[src/rtl/secsys_pkg.sv]
// rtl/secsys_pkg.sv - shared types, constants and helpers for the multi-zone alarm controller
package secsys_pkg;

    typedef enum logic [2:0] {
        DISARMED = 3'd0,
        ARMING   = 3'd1,
        ARMED    = 3'd2,
        ENTRY    = 3'd3,
        ALARM    = 3'd4
    } state_t;

    // Zone 0 (gas) instant, every other zone delayed.
    localparam logic [15:0] DEF_DLY_MASK = 16'hFFFE;

    function automatic int cnt_w(input int a, input int b, input int c);
        int m;
        m = a;
        if (b > m) m = b;
        if (c > m) m = c;
        return ($clog2(m) < 1) ? 1 : $clog2(m);
    endfunction

endpackage

[src/rtl/tone_gen.sv]
// rtl/tone_gen.sv - siren square wave, high phase first, phase restarts when en rises
module tone_gen
    import secsys_pkg::*;
#(
    parameter int TONE_DIV = 8,
    parameter int CNT_W    = cnt_w(TONE_DIV, TONE_DIV, TONE_DIV)
) (
    input  logic clk,
    input  logic rst,
    input  logic en,
    output logic sound
);

    localparam logic [CNT_W-1:0] RELOAD = CNT_W'(TONE_DIV - 1);

    logic [CNT_W-1:0] cnt_q, cnt_d;
    logic             en_q, en_d;
    logic             sound_q, sound_d;

    always_comb begin
        cnt_d   = cnt_q;
        sound_d = sound_q;
        en_d    = en;
        if (!en) begin
            cnt_d   = '0;
            sound_d = 1'b0;
        end else if (!en_q) begin
            cnt_d   = RELOAD;
            sound_d = 1'b1;
        end else if (cnt_q == '0) begin
            cnt_d   = RELOAD;
            sound_d = ~sound_q;
        end else begin
            cnt_d = cnt_q - CNT_W'(1);
        end
    end

    always_ff @(posedge clk) begin
        if (rst) begin
            cnt_q   <= '0;
            en_q    <= 1'b0;
            sound_q <= 1'b0;
        end else begin
            cnt_q   <= cnt_d;
            en_q    <= en_d;
            sound_q <= sound_d;
        end
    end

    assign sound = sound_q;

endmodule

[src/rtl/alarm_ctrl_multi.sv]
// rtl/alarm_ctrl_multi.sv - multi-zone alarm FSM with exit/entry delays; SECSYS_FAILCNT_EN adds a wrong-code limit
module alarm_ctrl_multi
    import secsys_pkg::*;
#(
    parameter int                  N_ZONES   = 4,
    parameter logic [N_ZONES-1:0]  DLY_MASK  = DEF_DLY_MASK[N_ZONES-1:0],
    parameter int                  EXIT_DLY  = 32,
    parameter int                  ENTRY_DLY = 64,
    parameter int                  TONE_DIV  = 8,
    parameter int                  MAX_FAILS = 3
) (
    input  logic               clk,
    input  logic               rst,
    input  logic               sw_on,
    input  logic [N_ZONES-1:0] zona,
    input  logic               clave_vld,
    input  logic               clave_ok,
    output logic               led,
    output logic               sound,
    output logic               mensaje,
    output logic [N_ZONES-1:0] zonas_lat,
    output logic               armed
);

    localparam int               CNT_W    = cnt_w(EXIT_DLY, ENTRY_DLY, TONE_DIV);
    localparam logic [CNT_W-1:0] EXIT_LD  = CNT_W'(EXIT_DLY - 1);
    localparam logic [CNT_W-1:0] ENTRY_LD = CNT_W'(ENTRY_DLY - 1);

    state_t             state_q, state_d;
    logic [CNT_W-1:0]   cnt_q, cnt_d;
    logic [N_ZONES-1:0] lat_q, lat_d;
    logic               led_q, led_d;
    logic               armed_q, armed_d;
    logic               mensaje_q, mensaje_d;

    logic good, inst_hit, dly_hit, fail_hit;

    assign good     = clave_vld & clave_ok;
    assign inst_hit = |(zona & ~DLY_MASK);
    assign dly_hit  = |(zona & DLY_MASK);

`ifdef SECSYS_FAILCNT_EN
    localparam int             FAIL_W   = $clog2(MAX_FAILS + 1);
    localparam logic [FAIL_W-1:0] FAIL_LIM = FAIL_W'(MAX_FAILS);

    logic [FAIL_W-1:0] fail_q, fail_d;
    logic              bad;

    assign bad = clave_vld & ~clave_ok;

    always_comb begin
        fail_d = fail_q;
        if (good)
            fail_d = '0;
        else if (bad && fail_q < FAIL_LIM)
            fail_d = fail_q + FAIL_W'(1);
    end

    assign fail_hit = bad && (fail_d == FAIL_LIM);

    always_ff @(posedge clk) begin
        if (rst) fail_q <= '0;
        else     fail_q <= fail_d;
    end
`else
    assign fail_hit = (MAX_FAILS < 0);
`endif

    always_comb begin
        state_d = state_q;
        cnt_d   = cnt_q;
        case (state_q)
            DISARMED: begin
                if (sw_on) begin
                    state_d = ARMING;
                    cnt_d   = EXIT_LD;
                end
            end
            ARMING: begin
                if (!sw_on || good)    state_d = DISARMED;
                else if (fail_hit)     state_d = ALARM;
                else if (cnt_q == '0)  state_d = ARMED;
                else                   cnt_d   = cnt_q - CNT_W'(1);
            end
            ARMED: begin
                if (good || !sw_on)           state_d = DISARMED;
                else if (inst_hit || fail_hit) state_d = ALARM;
                else if (dly_hit) begin
                    state_d = ENTRY;
                    cnt_d   = ENTRY_LD;
                end
            end
            ENTRY: begin
                if (good)                      state_d = DISARMED;
                else if (inst_hit || fail_hit) state_d = ALARM;
                else if (cnt_q == '0)          state_d = ALARM;
                else                           cnt_d   = cnt_q - CNT_W'(1);
            end
            ALARM: begin
                if (good) state_d = DISARMED;
            end
            default: state_d = DISARMED;
        endcase

        if (state_d == DISARMED)   cnt_d = '0;

        lat_d = lat_q;
        if (state_d == ALARM)         lat_d = lat_q | zona;
        else if (state_d == DISARMED) lat_d = '0;

        led_d     = (state_d != DISARMED);
        armed_d   = (state_d == ARMED) || (state_d == ENTRY);
        mensaje_d = (state_d == ALARM) && (state_q != ALARM);
    end

    always_ff @(posedge clk) begin
        if (rst) begin
            state_q   <= DISARMED;
            cnt_q     <= '0;
            lat_q     <= '0;
            led_q     <= 1'b0;
            armed_q   <= 1'b0;
            mensaje_q <= 1'b0;
        end else begin
            state_q   <= state_d;
            cnt_q     <= cnt_d;
            lat_q     <= lat_d;
            led_q     <= led_d;
            armed_q   <= armed_d;
            mensaje_q <= mensaje_d;
        end
    end

    // Driven from next state so the siren is high in the same cycle ALARM is entered.
    tone_gen #(
        .TONE_DIV (TONE_DIV),
        .CNT_W    (CNT_W)
    ) u_tone (
        .clk   (clk),
        .rst   (rst),
        .en    (state_d == ALARM),
        .sound (sound)
    );

    assign led       = led_q;
    assign armed     = armed_q;
    assign mensaje   = mensaje_q;
    assign zonas_lat = lat_q;

endmodule

[config.mk]
export PLATFORM = sky130hd
export DESIGN_NAME = alarm_ctrl_multi
export DESIGN_NICKNAME = d
export VERILOG_FILES = /design/src/rtl/secsys_pkg.sv /design/src/rtl/tone_gen.sv /design/src/rtl/alarm_ctrl_multi.sv
export SDC_FILE = /design/constraint.sdc
export NUM_CORES = 1
export LEC_CHECK = 0
export ABC_AREA = 1
export ABC_CLOCK_PERIOD_IN_PS = 1600
export CAP_MARGIN = 15
export CORE_ASPECT_RATIO = 0.7
export CORE_MARGIN = 1
export CORE_UTILIZATION = 28
export DETAILED_ROUTE_END_ITERATION = 6
export GPL_TIMING_DRIVEN = 0
export PLACE_DENSITY = 0.5
export SETUP_SLACK_MARGIN = 0.2
export SYNTH_ARGS = -nofsm -noshare
export SYNTH_HDL_FRONTEND = slang
export SYNTH_HIERARCHICAL = 1
export SYNTH_SLANG_ARGS = --single-unit
[constraint.sdc]
create_clock -name clk -period 1.6 [get_ports clk]
set_input_delay 0.32 -clock clk [delete_from_list [all_inputs] [get_ports clk]]
set_output_delay 0.32 -clock clk [all_outputs]
set_load 0.01 [all_outputs]
# Word level (Yosys, flattened, before mapping)
# Index checks and enable logic that the tools add are counted.
[op_classes] eq_ne=16 add_sub_neg=2 bitwise=5 n_mux=26 n_reduce_logical=16
[ops] operator="2-to-1 mux 6 bit" count=8
[ops] operator="2-to-1 mux 3 bit" count=12
[ops] operator="case mux 6 bit (4 select lines)" count=1
[ops] operator="inequality test 2 bit (second input constant)" count=8
[ops] operator="case mux 3 bit (5 select lines)" count=1
[ops] operator="equality test 3 x 2 -> 1 bit (second input constant)" count=4
[ops] operator="logical NOT 6 bit" count=2
[ops] operator="subtractor 6 x 1 -> 6 bit (second input constant)" count=2
[ops] operator="2-to-1 mux 4 bit" count=2
[ops] operator="AND reduction 8 bit" count=1
[ops] operator="equality test 3 bit (second input constant)" count=2
[ops] operator="logical NOT 3 bit" count=2
[ops] operator="OR 4 bit" count=1
[ops] operator="nonzero test 4 bit" count=1
[ops] operator="OR reduction 2 bit" count=2
[ops] operator="OR reduction 4 bit" count=1
[ops] operator="equality test 3 x 1 -> 1 bit (second input constant)" count=1
[ops] operator="inequality test 3 bit (second input constant)" count=1
[ops] operator="NOT 1 bit" count=3
[ops] operator="nonzero test 3 bit" count=1
[ops] operator="OR reduction 3 bit" count=1
[ops] operator="logical OR 1 bit" count=2
[ops] operator="2-to-1 mux 1 bit" count=2
[ops] operator="nonzero test 2 bit" count=1
[ops] operator="other kinds (3)" count=3
[totals] register_bits=24 input_bits=9 output_inout_bits=8 word_cells=75

# Depth between registers and ports, before layout
[depth] ltp_word=8 depth_mapped=12 ltp_nobuf=12

# Modules after synthesis
# The synthesis kept the hierarchy.
[modules_own_cells] module="alarm_ctrl_multi" area_each_um2=989.7 cells_each=156 seq_area_each_um2=320.3 instances=1
[modules_own_cells] module="tone_gen" area_each_um2=389.1 cells_each=50 seq_area_each_um2=160.2 instances=1

# Worst setup path before layout
# No wires, ideal clock.
[synth_timing] path_kind="flip-flop to flip-flop" from="register cnt_q[0] (netlist name)" to="register cnt_q[0] (netlist name)" slack_ps=168 arrival_ps=1315 required_ps=1483 path_buffers=0 synth_period_minus_slack_ps=1432 stages_incl_launch_ff=12 setup_ps=117 path_cell_list="dfxtp_1 inv_1 ha_1 nand2_1 nor2_2 nand2_1 nand2_4 inv_2 nand3_2 nand2_2 nor2_4 nor2_1"

# Final worst setup path
[layout_timing] from="register state_q[2]" to="register u_tone.cnt_q[3]"
[layout_between] elab_chain_cells=7 elab_cells_between_ends=19 classes_between="eq/ne: 5; mux: 11; bitwise: 1; reduce/logical: 2"
[layout_rtl] element="start, declared" line="alarm_ctrl_multi.sv:29" text="state_t state_q, state_d;"
[layout_rtl] element="start signal, assigned" line="alarm_ctrl_multi.sv:125" text="state_q <= state_d;"
[layout_rtl] element="2-to-1 mux 3 bit (on tied branches)" line="alarm_ctrl_multi.sv:96, alarm_ctrl_multi.sv:88"
[layout_rtl] element="2-to-1 mux 3 bit (on tied branches)" line="alarm_ctrl_multi.sv:95, alarm_ctrl_multi.sv:87"
[layout_rtl] element="2-to-1 mux 3 bit (on tied branches)" line="alarm_ctrl_multi.sv:94, alarm_ctrl_multi.sv:86"
[layout_rtl] element="case mux 3 bit (5 select lines) (*)" line="alarm_ctrl_multi.sv:72" text="case (state_q)"
[layout_rtl] element="equality test 3 bit (*)" line="alarm_ctrl_multi.sv:141" text=".en (state_d == ALARM),"
[layout_rtl] element="NOT 1 bit (no line) (*)"
[layout_rtl] element="OR reduction 4 bit (no line) (*)"
[layout_rtl] element="end signal, assigned" line="tone_gen.sv:44" text="cnt_q <= cnt_d;"
[layout_rtl] element="end, declared" line="tone_gen.sv:16" text="logic [CNT_W-1:0] cnt_q, cnt_d;"
# Every way passes the cells marked *; elsewhere a longest branch is shown, timed or not.
# A chain may end at the register's enable or synchronous reset.

==> results.json <==
{
  "status": "finished clean",
  "r2r_start": "state_q[2]$_SDFF_PP0_",
  "worstHoldPathType": "primary input to register",
  "fmax_mhz": 699,
  "setup_tns_ns": 0,
  "die_w_um": 85.9,
  "path_max_fanout": 8,
  "synthAdderAreaFrac_pct": 2.72,
  "netlist.area_leader.share_pct": 34.8,
  "r2r_end": "u_tone/cnt_q[3]$_SDFF_PP0_",
  "io_pins": 17,
  "worstPathRequired_ns": 1.81,
  "critPathCaptureType": "register",
  "ys_ff_latch": 24,
  "synth_top_family_by_area": "simple AND/OR/NAND/NOR gates",
  "post_dp_cell_area_sq_mm": 0.00162,
  "rrSetupSlack_ns": 0.17,
  "cts_buffer_depth": 2,
  "critical_path.startpoint": "state_q[2]$_SDFF_PP0_",
  "syn_inst": 206,
  "power_leakage_nw": 1.00,
  "grt_pass1_vias": 1129,
  "ant_nets": 0,
  "crit_type": "register to register",
  "final_layout_size_suffix_gt1_share_pct": 35.7,
  "skew_ns": 0.00640,
  "final_max_slew_viol_count": 0,
  "synth_area_sq_mm": 0.00138,
  "maxCapViolCount": 0,
  "start_util_pct": 30.4,
  "clock_latency_ns": 0.27,
  "clkTransAtPathRegs_ns": 0.09,
  "min_period_over_period_pct": 89.4,
  "synth_area_leaders": "dfxtp_1, nand2_1, inv_1, nor2_1, nand3_1",
  "chipHeight_um": 60.7,
  "synth_simple_gate_area_share_pct": 46.7,
  "synth.area.mux_share_pct": 0,
  "dr.pass1.iters": 6,
  "drtIter0Drc": 48,
  "cts_tree": "done",
  "hold_ws_ns": 0.469,
  "layout.nets": 251,
  "grt_max_degree": 14,
  "route.detailed.drc": 0,
  "vias_per_cell": 4.28,
  "yosysTopAreaCell": "dfxtp_1",
  "synth_seq_area_share_pct": 34.8,
  "rsz0062_at_grt": "true",
  "grt-ovfl-total": 0,
  "syn_avg_cell_area_sq_um": 6.69,
  "synth_warnings": 6,
  "finalPower_mw": 2.58,
  "dp.cells": 288,
  "final_util_pct": 43.0,
  "reg2regPathDepth": 9,
  "synth_compound_area_share_pct": 2.72,
  "layout_commonest_cell": "nand2_1",
  "vias": 1300,
  "diodes": 0,
  "ir_drop_uv": 469,
  "finalNonFillerCells": 304,
  "io_buffers": 16,
  "worst_slack_ns": 0.170,
  "postCtsHoldBufs": 0,
  "final_cell_mix": "nand2_1, inv_1, nor2_1",
  "grt_use_total_pct": 12.7,
  "synth_fp_nets": 218,
  "worstSetupStartpointType": "register",
  "cts.sinks": 24,
  "setup_violations": 0,
  "root_buffer": "clkbuf_8",
  "finalInstanceArea_sq_mm": 0.00195,
  "endpoint": "u_tone/cnt_q[3]$_SDFF_PP0_",
  "grt_first_pass_wirelength_um": 5130,
  "hold_violations": 0,
  "die-area_sq_mm": 0.00521,
  "dpl.hpwl_um": 2200,
  "antenna_found_initial": 0,
  "area_delta_synth_final_pct": 41.1,
  "cts_buffers": 3,
  "coreArea_sq_mm": 0.00453,
  "post-place-ws_ns": -0.416,
  "htree_levels": 1,
  "synth.distinct_cells": 21,
  "tightest_slew_ns": 0.291,
  "wire_per_inst_um": 10.5,
  "num_rows": 20,
  "synth-xor-area-share_pct": 3.18,
  "cp.arrival_ns": 1.64,
  "pwr_density_cell_mw_per_mm2": 1330,
  "wirelength_um": 3200,
  "min_period_ns": 1.43,
  "max-slew-margin-rel_pct": 80.5,
  "routabilityCongestion": 0.732
}
-- report_power, final --
group	internal, mW	switching (mW)	total, mW
Sequential	0.696	0.114	0.810
Combinational	0.584	0.769	1.35
Clock	0.220	0.195	0.415
Total	1.50	1.08	2.58
-- how the worst min path moves through the flow --
stage	from	endpoint	cells after the start
after detailed placement	zonas_lat[3]$_SDFFE_PP0P_	zonas_lat[3]$_SDFFE_PP0P_	2
final	zona[2]	zonas_lat[2]$_SDFFE_PP0P_	4
after global routing	zonas_lat[1]$_SDFFE_PP0P_	zonas_lat[1]$_SDFFE_PP0P_	2
after CTS	zonas_lat[1]$_SDFFE_PP0P_	zonas_lat[1]$_SDFFE_PP0P_	2
after global placement	zonas_lat[1]$_SDFFE_PP0P_	zonas_lat[1]$_SDFFE_PP0P_	2
after floorplan	rst	zonas_lat[0]$_SDFFE_PP0P_	1
-- logic make-up after synthesis --
logic type,Yosys count
adder cells (fa/ha/maj),3
flip-flops,24
XOR/XNOR,5
AND/OR/NAND/NOR,131
AO/OA/AOI/OAI,7
buffers and inverters,36
-- cell type report --
type | instances | area [sq um]
Sequential cell | 24 | 497
Inverter | 36 | 143
Clock buffer | 4 | 55.1
Timing Repair Buffer | 28 | 248
Tap cell | 66 | 82.6
Multi-Input combinational cell | 146 | 921
Fill cell | 473 | 2580
-- synthesized netlist by cell type --
cell / n
nor2_4: 4
xor2_1: 3
o21ai_0: 1
or2_2: 4
ha_1: 3
xnor2_1: 2
a21boi_0: 1
nand2_4: 3
nand3_1: 17
nand2_2: 5
nand2_1: 56
nand3b_1: 1
dfxtp_1: 24
a21oi_1: 5
nor3_1: 1
nand3_2: 5
nor2_1: 27
nor2_2: 4
inv_2: 6
inv_1: 30
nand4_1: 4
-- critical path: stages, from the launching register on --
cell and delay (ns):
dfxtp_4 0.38, clkinv_4 0.09, nand2_1 0.07, nor2_2 0.14, nand3_1 0.15, nand3_4 0.11
inv_2 0.05, nor2_4 0.16, nand3_4 0.11, nor2_2 0.11
-- repair_timing --
action	4_1_cts	5_1_grt
setup endpoints to repair	28	18
gates cloned	0	0
pin swaps	13	22
gates resized for setup	39	33
setup buffers	11	1
-- flip-flops by register name (all words and copies together), names as in the netlist --
name	count
u_tone/sound	1
armed	1
u_tone/en_q	1
mensaje	1
zonas_lat	4
cnt_q	6
led	1
state_q	3
u_tone/cnt_q	6
-- metal layers --
metal | global-route usage (%) | part of all wire (%) | vias to the layer above
met3 | 3.13 | 3.7 | 2
met2 | 19.5 | 41 | 17
met1 | 18.0 | 54 | 591
li1 | - | - | 690
met5 | 0 | 0 | -
met4 | 3.57 | 0.78 | 0
Note: power is estimated with default switching activity, not from simulation.
